[src/rtl/mips_defs_pkg.sv]
// Shared MIPS decode constants for the hazard/mult-div controller.
// Opcodes, functs, mult/div latencies and the hazard compare helper.
package mips_defs;

   localparam logic [5:0] OP_RTYPE = 6'h00;
   localparam logic [5:0] OP_J     = 6'h02;
   localparam logic [5:0] OP_JAL   = 6'h03;
   localparam logic [5:0] OP_BEQ   = 6'h04;
   localparam logic [5:0] OP_ORI   = 6'h0D;
   localparam logic [5:0] OP_LUI   = 6'h0F;
   localparam logic [5:0] OP_LW    = 6'h23;
   localparam logic [5:0] OP_SW    = 6'h2B;

   localparam logic [5:0] FN_JR    = 6'h08;
   localparam logic [5:0] FN_MFHI  = 6'h10;
   localparam logic [5:0] FN_MTHI  = 6'h11;
   localparam logic [5:0] FN_MFLO  = 6'h12;
   localparam logic [5:0] FN_MTLO  = 6'h13;
   localparam logic [5:0] FN_MULT  = 6'h18;
   localparam logic [5:0] FN_MULTU = 6'h19;
   localparam logic [5:0] FN_DIV   = 6'h1A;
   localparam logic [5:0] FN_DIVU  = 6'h1B;
   localparam logic [5:0] FN_ADDU  = 6'h21;
   localparam logic [5:0] FN_SUBU  = 6'h23;

   localparam logic [3:0] MULT_CYCLES = 4'd5;
   localparam logic [3:0] DIV_CYCLES  = 4'd10;

   localparam logic [1:0] MD_OP_MULT  = 2'd0;
   localparam logic [1:0] MD_OP_MULTU = 2'd1;
   localparam logic [1:0] MD_OP_DIV   = 2'd2;
   localparam logic [1:0] MD_OP_DIVU  = 2'd3;

   // A Tuse of 3 exceeds every Tnew, so it means "not read".
   localparam logic [1:0] TUSE_NONE = 2'd3;

   // Hazard when a source hits a live destination too early.
   function automatic logic hz(
      input logic [4:0] src,
      input logic [1:0] tuse,
      input logic [4:0] dst,
      input logic [1:0] tnew
   );
      return (dst != 5'd0) && (src == dst) && (tuse < tnew);
   endfunction

endpackage

[src/rtl/instr_class.sv]
// Combinational classifier for one pipeline-stage instruction word.
// Yields fields, Tuse per source, Tnew at E and mult/div class flags.
module instr_class
   import mips_defs::*;
(
   input  logic [31:0] ir_i,
   output logic [4:0]  rs_o,
   output logic [4:0]  rt_o,
   output logic [4:0]  dst_o,
   output logic [1:0]  tuse_rs_o,
   output logic [1:0]  tuse_rt_o,
   output logic [1:0]  tnew_o,
   output logic        md_o,
   output logic        md_start_o,
   output logic [1:0]  md_op_o
);

   logic [5:0] op;
   logic [5:0] fn;
   logic [4:0] rd;
   logic       unused_shamt;

   assign op = ir_i[31:26];
   assign fn = ir_i[5:0];
   assign rs_o = ir_i[25:21];
   assign rt_o = ir_i[20:16];
   assign rd = ir_i[15:11];
   assign unused_shamt = ^ir_i[10:6];
   // mult/multu/div/divu funct low bits match the MD_Op encoding
   assign md_op_o = ir_i[1:0];

   // Decode destination, operand timing and mult/div class
   always_comb begin
      dst_o      = 5'd0;
      tuse_rs_o  = TUSE_NONE;
      tuse_rt_o  = TUSE_NONE;
      tnew_o     = 2'd0;
      md_o       = 1'b0;
      md_start_o = 1'b0;
      if (op == OP_RTYPE) begin
         case (fn)
            FN_ADDU, FN_SUBU: begin
               dst_o     = rd;
               tuse_rs_o = 2'd1;
               tuse_rt_o = 2'd1;
               tnew_o    = 2'd1;
            end
            FN_JR: tuse_rs_o = 2'd0;
            FN_MULT, FN_MULTU, FN_DIV, FN_DIVU: begin
               tuse_rs_o  = 2'd1;
               tuse_rt_o  = 2'd1;
               md_o       = 1'b1;
               md_start_o = 1'b1;
            end
            FN_MFHI, FN_MFLO: begin
               dst_o  = rd;
               tnew_o = 2'd1;
               md_o   = 1'b1;
            end
            FN_MTHI, FN_MTLO: begin
               tuse_rs_o = 2'd1;
               md_o      = 1'b1;
            end
            default: ;
         endcase
      end else begin
         case (op)
            OP_ORI: begin
               dst_o     = rt_o;
               tuse_rs_o = 2'd1;
               tnew_o    = 2'd1;
            end
            OP_LUI: begin
               dst_o  = rt_o;
               tnew_o = 2'd1;
            end
            OP_LW: begin
               dst_o     = rt_o;
               tuse_rs_o = 2'd1;
               tnew_o    = 2'd2;
            end
            OP_SW: begin
               tuse_rs_o = 2'd1;
               tuse_rt_o = 2'd2;
            end
            OP_BEQ: begin
               tuse_rs_o = 2'd0;
               tuse_rt_o = 2'd0;
            end
            OP_JAL: begin
               dst_o  = 5'd31;
               tnew_o = 2'd0;
            end
            default: ;
         endcase
      end
   end

endmodule

[src/rtl/hazard_ctrl.sv]
// Tuse/Tnew stall detection and mult/div busy sequencing.
// Freezes F/D, bubbles ID/EX and counts mult/div latency.
module hazard_ctrl
   import mips_defs::*;
(
   input  logic        Clk,
   input  logic        Reset,
   input  logic [31:0] IR_D,
   input  logic [31:0] IR_E,
   input  logic [31:0] IR_M,
   output logic        Stall,
   output logic        Clr_E,
   output logic        MD_Start,
   output logic [1:0]  MD_Op,
   output logic        Busy
);

   logic [4:0] rs_d, rt_d, dst_d_unused;
   logic [1:0] tuse_rs_d, tuse_rt_d, tnew_d_unused;
   logic       md_d, mds_d_unused;
   logic [1:0] mdop_d_unused;

   logic [4:0] rs_e_unused, rt_e_unused, dst_e;
   logic [1:0] tur_e_unused, tut_e_unused, tnew_e;
   logic       md_e_unused, mds_e;
   logic [1:0] mdop_e;

   logic [4:0] rs_m_unused, rt_m_unused, dst_m;
   logic [1:0] tur_m_unused, tut_m_unused, tnew_e_m;
   logic       md_m_unused, mds_m_unused;
   logic [1:0] mdop_m_unused;

   logic [1:0] tnew_m;
   logic       data_stall;
   logic       md_stall;
   logic       start;
   logic       is_div;
   logic [3:0] cnt_q, cnt_d;

   instr_class u_cls_d (
      .ir_i       (IR_D),
      .rs_o       (rs_d),
      .rt_o       (rt_d),
      .dst_o      (dst_d_unused),
      .tuse_rs_o  (tuse_rs_d),
      .tuse_rt_o  (tuse_rt_d),
      .tnew_o     (tnew_d_unused),
      .md_o       (md_d),
      .md_start_o (mds_d_unused),
      .md_op_o    (mdop_d_unused)
   );

   instr_class u_cls_e (
      .ir_i       (IR_E),
      .rs_o       (rs_e_unused),
      .rt_o       (rt_e_unused),
      .dst_o      (dst_e),
      .tuse_rs_o  (tur_e_unused),
      .tuse_rt_o  (tut_e_unused),
      .tnew_o     (tnew_e),
      .md_o       (md_e_unused),
      .md_start_o (mds_e),
      .md_op_o    (mdop_e)
   );

   instr_class u_cls_m (
      .ir_i       (IR_M),
      .rs_o       (rs_m_unused),
      .rt_o       (rt_m_unused),
      .dst_o      (dst_m),
      .tuse_rs_o  (tur_m_unused),
      .tuse_rt_o  (tut_m_unused),
      .tnew_o     (tnew_e_m),
      .md_o       (md_m_unused),
      .md_start_o (mds_m_unused),
      .md_op_o    (mdop_m_unused)
   );

   // One stage later the producer is one cycle closer to done
   assign tnew_m = (tnew_e_m != 2'd0) ? tnew_e_m - 2'd1 : 2'd0;

   // Source-vs-destination comparators against E and M
   always_comb begin
      data_stall = hz(rs_d, tuse_rs_d, dst_e, tnew_e)
                 | hz(rt_d, tuse_rt_d, dst_e, tnew_e)
                 | hz(rs_d, tuse_rs_d, dst_m, tnew_m)
                 | hz(rt_d, tuse_rt_d, dst_m, tnew_m);
   end

   assign start    = mds_e & ~Reset;
   assign is_div   = mdop_e[1];
   assign md_stall = md_d & (start | Busy);
   assign Stall    = ~Reset & (data_stall | md_stall);
   assign Clr_E    = Stall;
   assign MD_Start = start;
   assign MD_Op    = start ? mdop_e : MD_OP_MULT;
   assign Busy     = (cnt_q != 4'd0);

   // Next busy count: load latency on start, else count down
   always_comb begin
      cnt_d = cnt_q;
      if (start)
         cnt_d = is_div ? DIV_CYCLES : MULT_CYCLES;
      else if (cnt_q != 4'd0)
         cnt_d = cnt_q - 4'd1;
   end

   // Busy counter register; reset aborts any operation in flight
   always_ff @(posedge Clk) begin
      if (Reset)
         cnt_q <= 4'd0;
      else
         cnt_q <= cnt_d;
   end

endmodule

[config.mk]
export PLATFORM = sky130hd
export DESIGN_NAME = hazard_ctrl
export DESIGN_NICKNAME = d
export VERILOG_FILES = /design/src/rtl/mips_defs_pkg.sv /design/src/rtl/instr_class.sv /design/src/rtl/hazard_ctrl.sv
export SDC_FILE = /design/constraint.sdc
export NUM_CORES = 1
export LEC_CHECK = 0
export BUFFER_PORTS_ARGS = -buffer_cell sky130_fd_sc_hd__clkbuf_2
export CORE_AREA = 2 2 62 64
export DETAILED_ROUTE_END_ITERATION = 10
export DIE_AREA = 0 0 64 66
export GPL_TIMING_DRIVEN = 0
export PLACE_DENSITY = 0.74
export SYNTH_ARGS = -nofsm -noshare
export SYNTH_HDL_FRONTEND = slang
export SYNTH_SLANG_ARGS = --single-unit
[constraint.sdc]
create_clock -name Clk -period 5.7 [get_ports Clk]
set_input_delay 1.71 -clock Clk [delete_from_list [all_inputs] [get_ports Clk]]
set_output_delay 1.71 -clock Clk [all_outputs]
set_load 0.005 [all_outputs]
# Yosys cells after proc, flatten, opt, wreduce, memory -nomap -nowiden
# Index checks and enable logic that the tools add are counted.
# Widths: inputs -> output; s select.
# totals
output_inout_bits,6
elab_cells,109
inputBits,98
reg_bits,4
# op_classes
n_bitwise,9
n_reduce_logical,27
n_addsub,2
order_cmp,4
eq_ne,39
n_mux,27
# op_table
operator,count
$eq 6x5->1 const B,16
$eq 6x6->1 const B,10
$eq 6x4->1 const B,6
$eq 5x5->1,4
$mux 5,4
$pmux 2 s2,5
$pmux 5 s2,2
$logic_not 6->1,3
$reduce_or 8->1,2
$mux 2,7
$eq 6x2->1 const B,2
$mux 4,3
$reduce_or 4->1,3
$reduce_bool 5->1,2
$reduce_or 3->1,3
$logic_and 1x1->1,8
$lt 2x2->1,4
$eq 6x3->1 const B,1
$mux 1,6
$reduce_or 6->1,1
$or 1x1->1,5
$reduce_bool 2->1,2
$reduce_bool 4->1,1
$reduce_or 2->1,2
other kinds (4),6

# Depth between registers and ports, before layout
# depth
depth_word,12
ltp_mapped,12
ltp_nobuf,11

# By module
# A second synthesis with hierarchy kept.
# hier_totals
cells_unflattened,243
area_unflattened_um2,1825.5
# by_module_without_submodules
module,seq_area_each_um2,area_each_um2,instances,cells_per_inst
instr_class,0.0,396.6,3,54
hazard_ctrl,80.1,635.6,1,81

# Worst setup path after synthesis
# No wires, ideal clock.
# synth_timing
path_type,in2out
startpoint,in IR_E[30]
endpoint,out Stall
arrival_time_ns,3.737
path_buffers,2
t_required_ns,3.990
setup_slack_ns,0.253
path_stages,10
path_cell_list,or4_4 > or3_1 > buf_6 > a21oi_2 > nor2_2 > xor2_1 > nor4_1 > nand3_1 > a41oi_2 > buf_4
# synth_via
elab_chain_cells,12
word_cells_on_any_way,29
# synth_rtl
item,line_no,rtl
start: declaration,hazard_ctrl.sv:9,"input logic [31:0] IR_E,"
$eq 6x4->1 or $eq 6x6->1 (tied branches),instr_class.sv:67,case (op)
$reduce_or 3->1 (no line),-,
$pmux 5 s2,instr_class.sv:67,
$mux 5,instr_class.sv:40,if (op == OP_RTYPE) begin
$eq 5x5->1 or $reduce_bool 5->1 (tied branches),mips_defs_pkg.sv:44,return (dst != 5'd0) && (src == dst) && (tuse < tnew);
$logic_and 1x1->1 (2 in series),mips_defs_pkg.sv:44,
$or 1x1->1,hazard_ctrl.sv:85,"| hz(rt_d, tuse_rt_d, dst_e, tnew_e)"
$or 1x1->1,hazard_ctrl.sv:86,"| hz(rs_d, tuse_rs_d, dst_m, tnew_m)"
$or 1x1->1,hazard_ctrl.sv:87,"| hz(rt_d, tuse_rt_d, dst_m, tnew_m);"
$or 1x1->1 *,hazard_ctrl.sv:93,assign Stall = ~Reset & (data_stall | md_stall);
$and 1x1->1 *,hazard_ctrl.sv:93,
end: declaration,hazard_ctrl.sv:11,"output logic Stall,"
# Mark *: on every way between the ends. The rest lies on a longest branch, timed or not.

# Worst setup path in the final report
# Same ends and word-level chain as after synthesis.

==> flow_metrics.env <==
export IMPL_status="finished, violations left"
export IMPL_violations="setup timing"
export IMPL_vdd_drop_max_v=0.0000572
export IMPL_top_register="cnt_q"
export IMPL_critPathKind="primary input to output port"
export IMPL_met3_usage=0.0256
export IMPL_crit_path_max_fanout=7
export IMPL_multi_input_area_mm2=0.00123
export IMPL_drt_pass1_iterations=4
export IMPL_htree_levels=1
export IMPL_die_area_mm2=0.00422
export IMPL_required_ps=3990
export IMPL_drive_gt1_frac=0.416
export IMPL_async_flop_share=0
export IMPL_switching_power_uw=103
export IMPL_vias_per_cell=5.32
export IMPL_synth_edff_count=0
export IMPL_crit_start="IR_E[30]"
export IMPL_rsz0062_at_grt="yes"
export IMPL_start_kind="primary input"
export IMPL_fill_cells=348
export IMPL_synth_distinct_cells=45
export IMPL_cts_max_path_buffers=2
export IMPL_final_cell_area_mm2=0.00183
export IMPL_fp_dieW_um=64
export IMPL_syn_area_per_cell_um2=6.80
export IMPL_fin_ws_ps=-21.9
export IMPL_met2_usage=0.337
export IMPL_dp_slack_ps=-163
export IMPL_finalPower_uw=239
export IMPL_largest_reg_flops=4
export IMPL_met1_usage=0.203
export IMPL_crit_path_end_kind="output port"
export IMPL_top_regs="cnt_q x4"
export IMPL_grt_busiest_layer="met2"
export IMPL_placed_area_mm2=0.00164
export IMPL_p_leak_nw=0.783
export IMPL_drc=0
export IMPL_final_cell_mix="clkbuf_2, nand2_1, xor2_1"
export IMPL_setup_viol=1
export IMPL_start_util=0.343
export IMPL_grt_max_degree=9
export IMPL_intPower_uw=136
export IMPL_cts_made_buffers=3
export IMPL_ff_latch_area_um2=80.1
export IMPL_antenna_left=0
export IMPL_reg2reg_from="cnt_q[0]"
export IMPL_worstHoldStart="cnt_q[3]"
export IMPL_rows=22
export IMPL_drv_slew=0
export IMPL_grtUsageTotal=0.176
export IMPL_layout_commonest_cell="clkbuf_2"
export IMPL_hold_viol=0
export IMPL_drv_cap=0
export IMPL_p_seq_frac=0.192
export IMPL_synth_seq_cells=4
export IMPL_clk_latency_ps=240
export IMPL_grt_pass1_vias=1517
export IMPL_yosysWarnings=0
export IMPL_swShare=0.430
export IMPL_synthCells=179
export IMPL_post_route_period_util=1.00
export IMPL_ios=104
export IMPL_port_buffers=71
export IMPL_fin_setup_tns_ps=-21.9
export IMPL_yosysSeqAreaShare=0.0658
export IMPL_vias=1611
export IMPL_cts_root_buf="clkbuf_4"
export IMPL_cellPowerDensity_mw_per_mm2=130
export IMPL_layout_area_overhead_vs_synth_pct=50.7
export IMPL_finalCriticalPeriod_ps=5720
export IMPL_grt_antenna_before_repair=0
export IMPL_avgRoutedWirePerCell_um=12.4
export IMPL_grt_pass1_wl_mm=6.10
export IMPL_place_hpwl_mm=3.09
export IMPL_clock_power_share=0.150
export IMPL_hold_path_class="flop to flop"
export IMPL_hold_slack_ps=570
export IMPL_fmax_ghz=0.175
export IMPL_nets=361
export IMPL_insertedDiodeCount=0
export IMPL_ys_flop_type="dfxtp_1"
export IMPL_drt_initial_drc_count=76
export IMPL_grt_overflow_total=0
export IMPL_arrival_ps=4010
export IMPL_drt_total_wl_mm=3.76
export IMPL_cts_tree="yes"
export IMPL_die_y_um=66
export IMPL_design_core_area_mm2=0.00355
export IMPL_clock_skew_ps=0.594
export IMPL_clock_sinks=4
export IMPL_comb_power_share=0.657
export IMPL_synthesis_area_mm2=0.00122
export IMPL_clkSlewWorstSetupHoldPaths_ps=40
export IMPL_gp_congestion=0.850
[per-layer routing]
metal,part of all wire,vias up
met3,0.058,4
met1,0.42,725
met2,0.52,53
met4,0.0090,0
li1,-,829
met5,0,-
[power by group through the flow]
stage	Clock (mW)	Combinational (mW)	Sequential, mW
final	0.0360	0.157	0.0460
after global placement	0	0.141	0.0460
after CTS	0.0372	0.149	0.0458
after detailed placement	0	0.146	0.0462
after global routing	0.0393	0.176	0.0475
after floorplan	0	0.0948	0.0445
[logic make-up (layout without fill, tap and decap cells)]
logic type | Yosys count | count (layout) | synth area share
AOI/OAI and AO/OA | 55 | 55 | 0.310
xor gates and xnor gates | 21 | 21 | 0.151
other | 1 | 2 | 0.00308
buffers and inverters | 13 | 88 | 0.0493
adders and majority gates | 6 | 6 | 0.0617
and+or+nand+nor | 79 | 79 | 0.359
DFF | 4 | 4 | 0.0658
[stage by stage]
stage / util / instances
floorplan: - / 180
global placement: 0.461 / 299
detailed placement: 0.461 / 299
CTS: 0.475 / 302
global route: 0.517 / 303
finish: 0.517 / 303
[layout make-up]
cell class | instances | area share
inverters | 10 | 0.0205
well taps | 48 | 0.0327
clock buffers | 3 | 0.0123
repair buffers | 73 | 0.212
plain buffers | 2 | 0.00614
multi-input cells | 163 | 0.673
flip-flops and latches | 4 | 0.0437
[worst paths after layout]
kind                            slack (ps)  cells past startpoint        to
worst max-delay path                   -20                     11     Stall
worst min-delay path                   570                      3  cnt_q[3]
worst max register to register        4390                      6  cnt_q[1]
worst min register to register         570                      3  cnt_q[3]
[worst max-delay path, stage by stage]
cell and delay, ps:
buf_6 90, or4_4 540, or3_4 400, a21oi_2 140
nor2_2 70, xor2_1 140, nor4_1 280, nand4_1 150
a41oi_2 270, buf_4 150, buf_6 80
[synth_stat cells (all sizes together) (3+ instances only)]
cell      n  share of area
nand2    21          0.065
a21oi    19          0.087
xor2     19           0.14
nor2     15          0.048
inv      10          0.031
a211oi    8          0.053
nor3      8          0.037
o22ai     7          0.036
a2111oi   6          0.043
ha        6          0.062
nor4      6          0.031
o21ai     6          0.025
dfxtp     4          0.066
nand3b    4          0.025
nand4     4          0.021
nand2b    3          0.015
or4bb     3          0.028
[repair_timing]
action / CTS / global route
buffers inserted: 0 / 2
pin swaps: 0 / 9
resized for setup: 8 / 29
hold buffers: 0 / 0
endpoints found under the setup margin: 2 / 2
Power figures use the tool's default switching activity.
